--- src/rtl/mac_seq_ctrl_pkg.sv ---
// Shared types and constants for the MAC array sequencer.
package mac_seq_ctrl_pkg;

   localparam int LANES_DEF = 8;

   typedef enum logic [2:0] {
      IDLE,
      LOAD_W,
      LOAD_A,
      FILL,
      SETTLE,
      OUT
   } state_t;

   localparam logic [1:0] OP_WR_W = 2'b00;
   localparam logic [1:0] OP_WR_A = 2'b01;
   localparam logic [1:0] OP_NOP  = 2'b11;

endpackage

--- src/rtl/mac_result_ser.sv ---
// Captures an adder-tree sum and streams it out as three little-endian bytes.
module mac_result_ser #(
   parameter int SUM_W = 19
) (
   input  logic             clk,
   input  logic             rst_n,
   input  logic             load,
   input  logic [SUM_W-1:0] sum,
   input  logic             out_ready,
   output logic [7:0]       out_data,
   output logic             out_valid,
   output logic             last_hs
);

   logic [SUM_W-1:0] sum_q;
   logic [1:0]       idx;
   logic [23:0]      ext;

   always_ff @(posedge clk or negedge rst_n) begin
      if (!rst_n) begin
         sum_q     <= '0;
         idx       <= 2'd0;
         out_valid <= 1'b0;
      end else if (load) begin
         sum_q     <= sum;
         idx       <= 2'd0;
         out_valid <= 1'b1;
      end else if (out_valid && out_ready) begin
         if (idx == 2'd2) begin
            idx       <= 2'd0;
            out_valid <= 1'b0;
         end else begin
            idx <= idx + 2'd1;
         end
      end
   end

   // Zero-extend so the top byte carries only the sum's upper bits.
   always_comb begin
      ext              = '0;
      ext[SUM_W-1:0]   = sum_q;
   end

   always_comb begin
      case (idx)
         2'd0:    out_data = ext[7:0];
         2'd1:    out_data = ext[15:8];
         default: out_data = ext[23:16];
      endcase
   end

   assign last_hs = out_valid && out_ready && (idx == 2'd2);

endmodule

--- src/rtl/mac_seq_ctrl.sv ---
// Byte-stream sequencer: loads weights/activations into a MAC array, pads
// unused lanes with zero activations, then returns the adder-tree sum.
module mac_seq_ctrl
   import mac_seq_ctrl_pkg::*;
#(
   parameter int LANES = LANES_DEF,
   parameter int DW    = 8,
   parameter int SUM_W = 19
) (
   input  logic             clk,
   input  logic             rst_n,
   input  logic [DW-1:0]    in_data,
   input  logic             in_valid,
   output logic             in_ready,
   output logic [1:0]       mac_op,
   output logic [5:0]       mac_addr,
   output logic [DW-1:0]    mac_data,
   input  logic [SUM_W-1:0] sum_in,
   output logic [7:0]       out_data,
   output logic             out_valid,
   input  logic             out_ready,
   output logic             busy,
   output logic             err
);

   localparam logic [5:0] LANES6 = 6'(LANES);

   state_t     state;
   logic [5:0] cnt;
   logic [3:0] n_q;
   logic       hdr_bad;
   logic       last_byte;
   logic       ser_last;

   assign hdr_bad   = (in_data[3:0] == 4'd0) || ({2'b00, in_data[3:0]} > LANES6);
   assign last_byte = (cnt == ({2'b00, n_q} - 6'd1));

   always_ff @(posedge clk or negedge rst_n) begin
      if (!rst_n) begin
         state <= IDLE;
         cnt   <= '0;
         n_q   <= '0;
         err   <= 1'b0;
      end else begin
         err <= 1'b0;
         case (state)
            IDLE: if (in_valid) begin
               if (hdr_bad) begin
                  err <= 1'b1;
               end else begin
                  n_q   <= in_data[3:0];
                  cnt   <= '0;
                  state <= in_data[7] ? LOAD_A : LOAD_W;
               end
            end
            LOAD_W: if (in_valid) begin
               if (last_byte) begin
                  cnt   <= '0;
                  state <= LOAD_A;
               end else begin
                  cnt <= cnt + 6'd1;
               end
            end
            LOAD_A: if (in_valid) begin
               if (last_byte) begin
                  // Counter continues from N so FILL walks the unused lanes.
                  cnt   <= {2'b00, n_q};
                  state <= ({2'b00, n_q} < LANES6) ? FILL : SETTLE;
               end else begin
                  cnt <= cnt + 6'd1;
               end
            end
            FILL: begin
               if (cnt == LANES6 - 6'd1) begin
                  cnt   <= '0;
                  state <= SETTLE;
               end else begin
                  cnt <= cnt + 6'd1;
               end
            end
            SETTLE: begin
               cnt   <= '0;
               state <= OUT;
            end
            OUT: if (ser_last) state <= IDLE;
            default: state <= IDLE;
         endcase
      end
   end

   assign in_ready = (state == IDLE) || (state == LOAD_W) || (state == LOAD_A);
   assign busy     = (state != IDLE);

   // Array writes follow the accepted byte within the same cycle.
   always_comb begin
      mac_op   = OP_NOP;
      mac_addr = '0;
      mac_data = '0;
      case (state)
         LOAD_W: if (in_valid) begin
            mac_op   = OP_WR_W;
            mac_addr = cnt;
            mac_data = in_data;
         end
         LOAD_A: if (in_valid) begin
            mac_op   = OP_WR_A;
            mac_addr = cnt;
            mac_data = in_data;
         end
         FILL: begin
            mac_op   = OP_WR_A;
            mac_addr = cnt;
         end
         default: ;
      endcase
   end

   mac_result_ser #(.SUM_W(SUM_W)) u_ser (
      .clk       (clk),
      .rst_n     (rst_n),
      .load      (state == SETTLE),
      .sum       (sum_in),
      .out_ready (out_ready),
      .out_data  (out_data),
      .out_valid (out_valid),
      .last_hs   (ser_last)
   );

endmodule

--- config.mk ---
export PLATFORM = sky130hd
export DESIGN_NAME = mac_seq_ctrl
export DESIGN_NICKNAME = d
export VERILOG_FILES = /design/src/rtl/mac_seq_ctrl_pkg.sv /design/src/rtl/mac_result_ser.sv /design/src/rtl/mac_seq_ctrl.sv
export SDC_FILE = /design/constraint.sdc
export NUM_CORES = 1
export LEC_CHECK = 0
export CELL_PAD_IN_SITES_DETAIL_PLACEMENT = 0
export CELL_PAD_IN_SITES_GLOBAL_PLACEMENT = 1
export CORE_MARGIN = 2
export CORE_UTILIZATION = 30
export DETAILED_ROUTE_END_ITERATION = 10
export PLACE_DENSITY = 0.77
export SKIP_CTS_REPAIR_TIMING = 1
export SYNTH_ARGS = -nofsm -noshare
export SYNTH_HDL_FRONTEND = slang
export SYNTH_SLANG_ARGS = --single-unit
--- constraint.sdc ---
create_clock -name clk -period 3.96 [get_ports clk]
set_input_delay 0.792 -clock clk [delete_from_list [all_inputs] [get_ports clk]]
set_output_delay 0.792 -clock clk [all_outputs]
set_load 0.05 [all_outputs]
==> results_dict.tcl <==
set metrics [dict create \
    clock_power_share 0.125 \
    cts_inserted_buffers 5 \
    use_met1 0.189 \
    route.detailed.vias_per_inst 4.74 \
    cts.reportedPaths.clkPinSlew_ns 0.08 \
    critPathCaptureType "output pin" \
    drt_drc_violations_left 0 \
    rr_startpoint "n_q[0]" \
    synth.top_cell.area_share 0.413 \
    track_usage 0.134 \
    worst-r2r-setup-slack_ns 1.83 \
    synth.distinct_cells 49 \
    worstSetupEndpoint "mac_data[3]" \
    reg2reg_depth 7 \
    number_of_synthesized_register_bits 36 \
    clk-insertion-delay-late_ns 0.28 \
    routed_wl_mm 5.06 \
    grt_use_met2 0.207 \
    final_hold_viol_count 0 \
    fp.dieH_um 89.3 \
    final_cell_area_um2 2870 \
    synthMuxAreaShare 0.155 \
    synthTopCellsByArea "sky130_fd_sc_hd__dfrtp_1, sky130_fd_sc_hd__mux2_2, sky130_fd_sc_hd__mux2i_1" \
    achievable-frequency_mhz 293 \
    synth_adder_area_share 0.0115 \
    drt_first_iter_violations 114 \
    area.growth.synth_to_final_pct 31.5 \
    crit_path_start "in_valid" \
    p_comb_frac 0.582 \
    slew_violations 0 \
    synthXorXnorAreaFrac 0.0550 \
    core_um2 7140 \
    power_total_mw 2.62 \
    layout_min_cycle_time_ns 3.42 \
    fraction_of_the_mapped_netlist_area_in_compound_gates 0.136 \
    hpwlAfterDp_mm 3.72 \
    nNetsFinal 300 \
    num_antenna_cells 0 \
    final_layout_size_suffix_gt1_frac 0.183 \
    critPathMaxFanout 6 \
    max_cap_viol_count 0 \
    htree_num_levels 2 \
    timing.hold.worst.class "reg -> reg" \
    relSlewSlack 0.436 \
    die-area_um2 7970 \
    swShare 0.478 \
    synth-edff-count 0 \
    avgRoutedWirePerCell_um 13.8 \
    place_congestion 0.748 \
    initial_antenna_violation_count 0 \
    grt.overflow.total 0 \
    worst-slew-pin-transition_ns 0.845 \
    postRouteAntennaNets 0 \
    p_leak_nw 1.21 \
    dieWidth_um 89.3 \
    r2r_end "state[0]" \
    maximum_vdd_drop_mv 0.515 \
    timing_worst_setup_path_type "in -> out" \
    cts_root_buffer "sky130_fd_sc_hd__clkbuf_8" \
    p_seq_frac 0.292 \
    drtPass1Iterations 4 \
    power_density_nw_per_um2 914 \
    vias 1739 \
    critical_path_required_time_ns 3.17 \
    cts.sinks 36 \
    mean_syn_cell_area_um2 10.1 \
    clock-skew-final_ns 0.00776 \
    cell_with_the_largest_stage_delay_on_the_worst_path "sky130_fd_sc_hd__clkdlybuf4s50_1" \
    finalHoldWorstSlack_ns 0.497 \
    syn-num-nets 248 \
    outcome "completed" \
    largest_family_of_logic_cells_by_synthesized_area "simple AND/OR/NAND/NOR gates" \
    crit_arrival_ns 2.62 \
    synth_area_um2 2180 \
    synthCells 215 \
    clock_tree.buffer_depth 2 \
    p_sw_mw 1.25 \
    synth_flop_cell "sky130_fd_sc_hd__dfrtp_1" \
    global_route.usage.met3 0.0434 \
    critical-path-top-cell-by-count "sky130_fd_sc_hd__clkdlybuf4s50_1" \
    fin_setup_tns_ns 0 \
    n_fill_cell 725 \
    row_count 31 \
    final.period_utilization 0.863 \
    timing.critical_path.from_type "input port" \
    io_buffer_count 58 \
    wire_length_of_the_first_global_routing_pass_mm 8.24 \
    setup_repair_after_global_routing_missed_its_margin "no" \
    top_usage_layer "met2" \
    async_reset_ff_frac 1.00 \
    place_area_um2 2760 \
    worstSetupPathDepth 4 \
    synth_seq_area_share 0.413 \
    synth_largest_area_cell "sky130_fd_sc_hd__dfrtp_1" \
    setup_viol 0 \
    ios 59 \
    synthesis.yosys.warnings 0 \
    timing.critical_path.buf_inv 2 \
    path_cells "clkdlybuf4s50_1, nand2b_1, nor3_1, clkdlybuf4s50_1" \
    cts_tree "yes" \
    starting_density_of_the_core 0.306 \
    synth_simple_gate_area_share 0.171 \
    critical_path.top_delay_family "buffers and inverters" \
    largest_net_degree_at_the_start_of_global_routing 37 \
    number_of_global_route_vias_before_repair 1702 \
    slowest_stage_delay_on_critical_path_ns 0.86 \
    p_int_mw 1.37 \
]
-- cells in the mapped netlist, types with 3 or more instances --
| cell type | number |
|---|---|
| sky130_fd_sc_hd__o21ai_1 | 5 |
| sky130_fd_sc_hd__and2_1 | 13 |
| sky130_fd_sc_hd__buf_2 | 5 |
| sky130_fd_sc_hd__mux2i_1 | 9 |
| sky130_fd_sc_hd__a21oi_1 | 7 |
| sky130_fd_sc_hd__nand3_1 | 4 |
| sky130_fd_sc_hd__mux2_2 | 17 |
| sky130_fd_sc_hd__o21ai_0 | 9 |
| sky130_fd_sc_hd__xor2_1 | 4 |
| sky130_fd_sc_hd__a22oi_1 | 3 |
| sky130_fd_sc_hd__nor2_1 | 21 |
| sky130_fd_sc_hd__clkbuf_1 | 3 |
| sky130_fd_sc_hd__o41ai_1 | 3 |
| sky130_fd_sc_hd__inv_1 | 6 |
| sky130_fd_sc_hd__mux2_1 | 5 |
| sky130_fd_sc_hd__dfrtp_1 | 36 |
| sky130_fd_sc_hd__nand2b_1 | 3 |
| sky130_fd_sc_hd__xnor2_1 | 4 |
| sky130_fd_sc_hd__nor3_1 | 3 |
| sky130_fd_sc_hd__nand2_1 | 16 |
| sky130_fd_sc_hd__buf_6 | 5 |
-- layout make-up --
cell class | instances | area (um^2) | area share
Sequential cell | 36 | 901 | 0.314
Clock inverter | 3 | 42.5 | 0.0148
Multi-Input combinational cell | 158 | 1150 | 0.402
Clock buffer | 5 | 68.8 | 0.0240
Inverter | 6 | 22.5 | 0.00785
Tap cell | 99 | 124 | 0.0432
Timing Repair Buffer | 60 | 558 | 0.194
-- worst min-delay path by stage --
| stage | cells after the start | to | from |
|---|---|---|---|
| after CTS | 1 | u_ser.sum_q[13] | u_ser.sum_q[13] |
| after floorplan | 1 | u_ser.sum_q[12] | u_ser.sum_q[12] |
| final | 1 | u_ser.sum_q[14] | u_ser.sum_q[14] |
| after global placement | 1 | u_ser.sum_q[13] | u_ser.sum_q[13] |
| after global routing | 1 | u_ser.sum_q[13] | u_ser.sum_q[13] |
| after detailed placement | 1 | u_ser.sum_q[13] | u_ser.sum_q[13] |
-- metrics by stage --
stage          setup slack [ns]  utilization  instances
6_report                  0.544        0.402        367
5_1_grt                   0.456        0.402        367
4_1_cts                   0.562        0.402        367
3_5_place_dp              0.572        0.387        359
3_3_place_gp              0.554        0.387        359
2_1_floorplan             0.924            -        215
-- routing by layer --
metal  wire, um  up-vias  share of wire
met3        350        2          0.069
li1           -      858              -
met5          0        -              0
met4         18        0         0.0036
met1       2390      828           0.47
met2       2300       51           0.46
-- cells by family (layout without fill, tap and decap cells) --
| group | Yosys count | after routing |
|---|---|---|
| AND/OR/NAND/NOR | 74 | 74 |
| adder cells (fa/ha/maj) | 2 | 2 |
| XOR/XNOR | 10 | 10 |
| flip-flops | 36 | 36 |
| AO/OA/AOI/OAI | 41 | 41 |
| buffers and inverters | 21 | 74 |
| multiplexers | 31 | 31 |
-- power by group through the flow --
stage	Sequential, mW	Clock (mW)	Combinational (mW)
3_3_place_gp	0.773	0	1.53
6_report	0.767	0.329	1.53
5_1_grt	0.805	0.356	1.66
3_5_place_dp	0.777	0	1.54
4_1_cts	0.770	0.338	1.54
2_1_floorplan	0.646	0	1.28
-- cells in the final DEF, fill, tap and decap left out, drive strengths merged, types with 2 or more instances in the layout --
| cell | instances |
|---|---|
| a21oi | 7 |
| a22oi | 3 |
| a311oi | 3 |
| and2 | 14 |
| buf | 16 |
| clkbuf | 5 |
| clkdlybuf4s50 | 44 |
| dfrtp | 36 |
| ha | 2 |
| inv | 6 |
| mux2 | 22 |
| mux2i | 9 |
| nand2 | 16 |
| nand2b | 3 |
| nand3 | 4 |
| nand3b | 2 |
| nor2 | 22 |
| nor2b | 2 |
| nor3 | 3 |
| o21ai | 14 |
| o22ai | 2 |
| o41ai | 3 |
| or3 | 2 |
| xnor2 | 5 |
| xor2 | 4 |
-- registers in the layout (all words and copies together) (netlist names) --
signal / flops
cnt: 6
err: 1
n_q: 4
state: 3
u_ser.idx: 2
u_ser.out_valid: 1
u_ser.sum_q: 19
No activity file was read; power rests on OpenSTA's default activity.
==> RTL change 1, RTL diff (same flow settings) <==
Put one more register stage on the output `err`. The value now appears one clock later. The other outputs are not delayed to match.
--- a/src/rtl/mac_seq_ctrl.sv
+++ b/src/rtl/mac_seq_ctrl.sv
@@ -25,6 +25,8 @@
 
    localparam logic [5:0] LANES6 = 6'(LANES);
 
+   logic err_s0;
+
    state_t     state;
    logic [5:0] cnt;
    logic [3:0] n_q;
@@ -40,13 +42,13 @@
          state <= IDLE;
          cnt   <= '0;
          n_q   <= '0;
-         err   <= 1'b0;
+         err_s0 <= 1'b0;
       end else begin
-         err <= 1'b0;
+         err_s0 <= 1'b0;
          case (state)
             IDLE: if (in_valid) begin
                if (hdr_bad) begin
-                  err <= 1'b1;
+                  err_s0 <= 1'b1;
                end else begin
                   n_q   <= in_data[3:0];
                   cnt   <= '0;
@@ -126,5 +128,9 @@
       .last_hs   (ser_last)
    );
 
+   always_ff @(posedge clk) begin
+      err <= err_s0;
+   end
+
 endmodule
 
Check against the original RTL: not equivalent (a bounded check fails within 4 cycles, from zero or initial values and one cycle with rst_n low).
==> RTL change 1 against the unedited design <==
- sequential cell count up 1
- total power up 0.71%
- setup slack worse by 150 ps
- synthesized area down 2.0%
- count of clock-buffer cells in the layout unchanged
- clock power up 20%
- critical path depth up 1
- clock skew down 3.6 ps
- routed wire length down 3.2%
- worst hold slack worse by 150 ps
- design area up 1.9%
- cell count down 1.9%
==> RTL change 1: results (changes against the unedited design) <==
initial antenna violation count -> 0 (unchanged)
synth cell count leaders -> dfrtp_1 (36), mux2_2 (25), nor2_1 (20), and2_1 (12), nand2_1 (12)
Worst-Skew Late Latency -> 280 ps (about the same)
Placed Area -> 2790 um2 (+1.0%)
DP Wirelength -> 3550 um (-4.4%)
clock-pin slew on the worst setup and hold paths -> 80 ps (about the same)
Routed WL -> 4900 um (-3.2%)
initial DRC count -> 39 (-66%)
layout net count -> 296 (-1.3%)
critical-path maximum fanout -> 7 (+1)
vias per inst -> 4.78 (+0.89%)
hold crit path type -> reg -> reg
antenna cells -> 0 (unchanged)
fillers -> 699 (-3.6%)
Synth Warn # -> 0 (unchanged)
Synth Area per Inst -> 10.3 um2 (+1.3%)
crit path DAT -> 2780 ps (+160 ps)
TritonCTS Buffers -> 5 (unchanged)
via count -> 1721 (-1.0%)
CTS max path bufs -> 2 (unchanged)
H-tree depth -> 2 (unchanged)
status -> finished, final reports clean
post-synth cell types -> 46 (-6.1%)
Worst VDD drop -> 0.346 mV (-33%)
Syn Nets -> 241 (-2.8%)
GRT Util Overall -> 13.4% (-0.045 points)
top cells by area, synth -> dfrtp_1 (42%), mux2_2 (13%), mux2i_1 (4.2%)
RD Place Congestion -> 0.768 (+2.8%)
CTS root buf -> clkbuf_8
global-route wire length before repair -> 8160 um (-0.92%)
Least-Margin Pin Slew -> 1070 ps (+224 ps)
placed instance count -> 352 (-1.9%)
Leak -> 1.20 nW (-1.1%)
Register Area -> 921 um2 (+2.2%)
pre-CTS WS -> 328 ps (-244 ps)
layout cells sized above 1 -> 18.9% (+0.66 points)
Worst Skew -> 4.16 ps (-3.60 ps)
Seq/Total Area, Yosys -> 43.1% (+1.8 points)
FFs w/ async S/R, synth -> 97.3% (-2.7 points)
RTL change 1: cells by family (layout without fill, tap and decap cells):
group	count (synthesis)	count (layout)	synth area share (%)
buffers and inverters	17	73	3.39
multiplexers	34	34	17.4
AO/OA/AOI/OAI	34	34	11.2
XOR/XNOR	9	9	4.33
flip-flops	37	37	43.1
adder cells (fa/ha/maj)	2	2	1.17
AND/OR/NAND/NOR	75	75	19.5
RTL change 1: worst paths after layout:
kind	start	end	slack (ps)	cells past startpoint
setup / recovery	in_valid	mac_data[1]	390	5
setup reg to reg	n_q[0]	cnt[5]	1710	7
max in group asynchronous	rst_n	u_ser.idx[0]	2710	2
min in group asynchronous	rst_n	cnt[1]	920	2
hold / removal	err_s0	err	350	0
hold reg to reg	err_s0	err	350	0
RTL change 1: area by class of cell:
class	count	area share [%]
sequential	37	31.5
timing repair buffer	60	19.8
clock buffer	5	2.35
tap	96	4.11
inverter	5	0.642
clock inverter	3	2.35
multi-input combinational	154	39.2
RTL change 1: power breakdown:
group / leakage, nW / internal (mW) / switching, mW
Sequential: 0.447 / 0.540 / 0.210
Clock: 0.0687 / 0.254 / 0.143
Combinational: 0.680 / 0.642 / 0.853
RTL change 1: critical path, cell delays in order:
cell             delay [ps]
clkdlybuf4s50_1         570
nand2b_1                140
nor2_1                  290
and2_1                  180
clkdlybuf4s50_1         810
RTL change 1: per-layer routing:
metal | vias up | part of all wire (%) | wire [um] | global-route usage (%)
li1 | 850 | - | - | -
met1 | 841 | 49 | 2380 | 18.4
met2 | 28 | 48 | 2370 | 21.5
met3 | 2 | 2.1 | 102 | 2.52
met4 | 0 | 0.80 | 39 | 4.13
met5 | - | 0 | 0 | 0
==> RTL change 2, RTL diff (same settings) <==
Made on the original files. The parameter `DW` goes from 8 to 12.
--- a/src/rtl/mac_seq_ctrl.sv
+++ b/src/rtl/mac_seq_ctrl.sv
@@ -4,7 +4,7 @@
    import mac_seq_ctrl_pkg::*;
 #(
    parameter int LANES = LANES_DEF,
-   parameter int DW    = 8,
+   parameter int DW    = 12,
    parameter int SUM_W = 19
 ) (
    input  logic             clk,
Interface: changed (resized in_data and mac_data); port bits go from 59 to 67. The function was not compared with the original's and may differ.
==> RTL change 2 against the unedited design <==
- sequential cell count unchanged
- synthesized area fell by 1.8%
- setup slack got worse by 120 ps
- fmax fell by 3.4%
- design area increased by 1.7%
- count of clock-buffer cells in the layout did not move
- die area decreased by 1.7%
- total power fell by 23%
- routed wire length grew 0.99%
- critical path depth increased by 1
- synthesized cell count rose by 7.4%
- utilization increased by 2.3 points
- largest cell class unchanged
- highest routed layer unchanged
- non-clock buffer count grew 8
==> RTL change 2: results (changes against the unedited design) <==
reg2reg end -> cnt[4]
GRT Util Overall -> 14.0% (+0.61 points)
Pre-Repair DR Iteration Count -> 7 (+3)
Worst VDD drop -> 0.270 mV (-48%)
Placed Area -> 2830 um2 (+2.6%)
via count -> 1900 (+9.3%)
RD Place Congestion -> 0.746 (-0.15%)
initial DRC count -> 83 (-27%)
placed instance count -> 380 (+5.8%)
met3 usage -> 5.32% (+0.98 points)
pre-CTS WS -> 392 ps (-180 ps)
synth cell count leaders -> dfrtp_1 (36), mux2_2 (22), nand2_1 (21), nor2_1 (18)
Worst Skew -> 5.07 ps (-2.69 ps)
Hold Slack -> 510 ps (+13.7 ps)
Leak -> 1.30 nW (+7.6%)
PortBufs -> 66 (+14%)
met2 Use GR -> 24.1% (+3.3 points)
Seq/Total Area, Yosys -> 42.0% (+0.75 points)
status -> finished, final reports clean
number of cells on the worst reg-to-reg path -> 9 (+2)
r2r setup slk -> 1730 ps (-100 ps)
top cells by area, synth -> dfrtp_1 (42%), mux2_2 (12%), and2_1 (5.0%)
critical-path maximum fanout -> 11 (+5)
met1 Usage GRT -> 16.4% (-2.5 points)
global-route wire length before repair -> 8600 um (+4.4%)
Least-Margin Pin Slew -> 840 ps (-5.64 ps)
Synth Area in Compound Gates -> 12.1% (-1.5 points)
Post-Layout Cell Count -> 388 (+5.7%)
detail-routed net length per standard cell -> 13.2 um (-4.5%)
DP Wirelength -> 3690 um (-0.63%)
Synth Area in Adders -> 1.17% (+0.021 points)
post-synthesis mux area share -> 15.8% (+0.28 points)
post-synth cell types -> 41 (-16%)
-- RTL change 2: area by class of cell --
class | instances | area [um2]
Clock buffer | 5 | 68.8
Clock inverter | 3 | 18.8
Fill cell | 696 | 3950
Inverter | 10 | 37.5
Multi-Input combinational cell | 170 | 1140
Sequential cell | 36 | 901
Tap cell | 96 | 120
Timing Repair Buffer | 68 | 628
-- RTL change 2: kinds of logic (layout without fill, tap and decap cells) --
kind of cell / count (synthesis) / after routing
AO/OA/AOI/OAI: 42 / 42
XOR/XNOR: 7 / 7
adder cells (fa/ha/maj): 2 / 2
buffers and inverters: 25 / 86
flip-flops: 36 / 36
multiplexers: 31 / 31
AND/OR/NAND/NOR: 88 / 88
-- RTL change 2: power groups by stage --
stage               sequential, mW  combinational (mW)  clock, mW
floorplan                    0.569               0.893          0
global placement             0.674                1.10          0
detailed placement           0.676                1.10          0
CTS                          0.668                1.11      0.274
global route                 0.696                1.20      0.291
finish                       0.666                1.10      0.261
-- RTL change 2: how the worst max path moves through the flow --
stage          slack (ps)  depth (start not counted)           to
6_report              420                          5    mac_op[1]
3_3_place_gp          420                          5    mac_op[1]
2_1_floorplan         750                          7  mac_addr[5]
5_1_grt               230                          5    mac_op[1]
4_1_cts               390                          5    mac_op[1]
3_5_place_dp          390                          5    mac_op[1]
-- RTL change 2: through the flow --
step | total power [mW] | utilization (%)
floorplan | 1.46 | -
global placement | 1.78 | 41.2
finish | 2.02 | 42.5
CTS | 2.05 | 42.5
global route | 2.19 | 42.5
detailed placement | 1.78 | 41.2
-- RTL change 2: worst max-delay path: stages --
cell             delay [ps]
clkdlybuf4s50_1         680
o21ai_0                 120
a21oi_1                 340
inv_1                   100
clkdlybuf4s50_1         710
-- RTL change 2: routing by layer --
layer | vias up | wire (um) | part of all wire (%)
met1 | 920 | 2150 | 42
met3 | 4 | 394 | 7.7
met4 | 0 | 37 | 0.72
met5 | - | 0 | 0
li1 | 925 | - | -
met2 | 51 | 2530 | 50
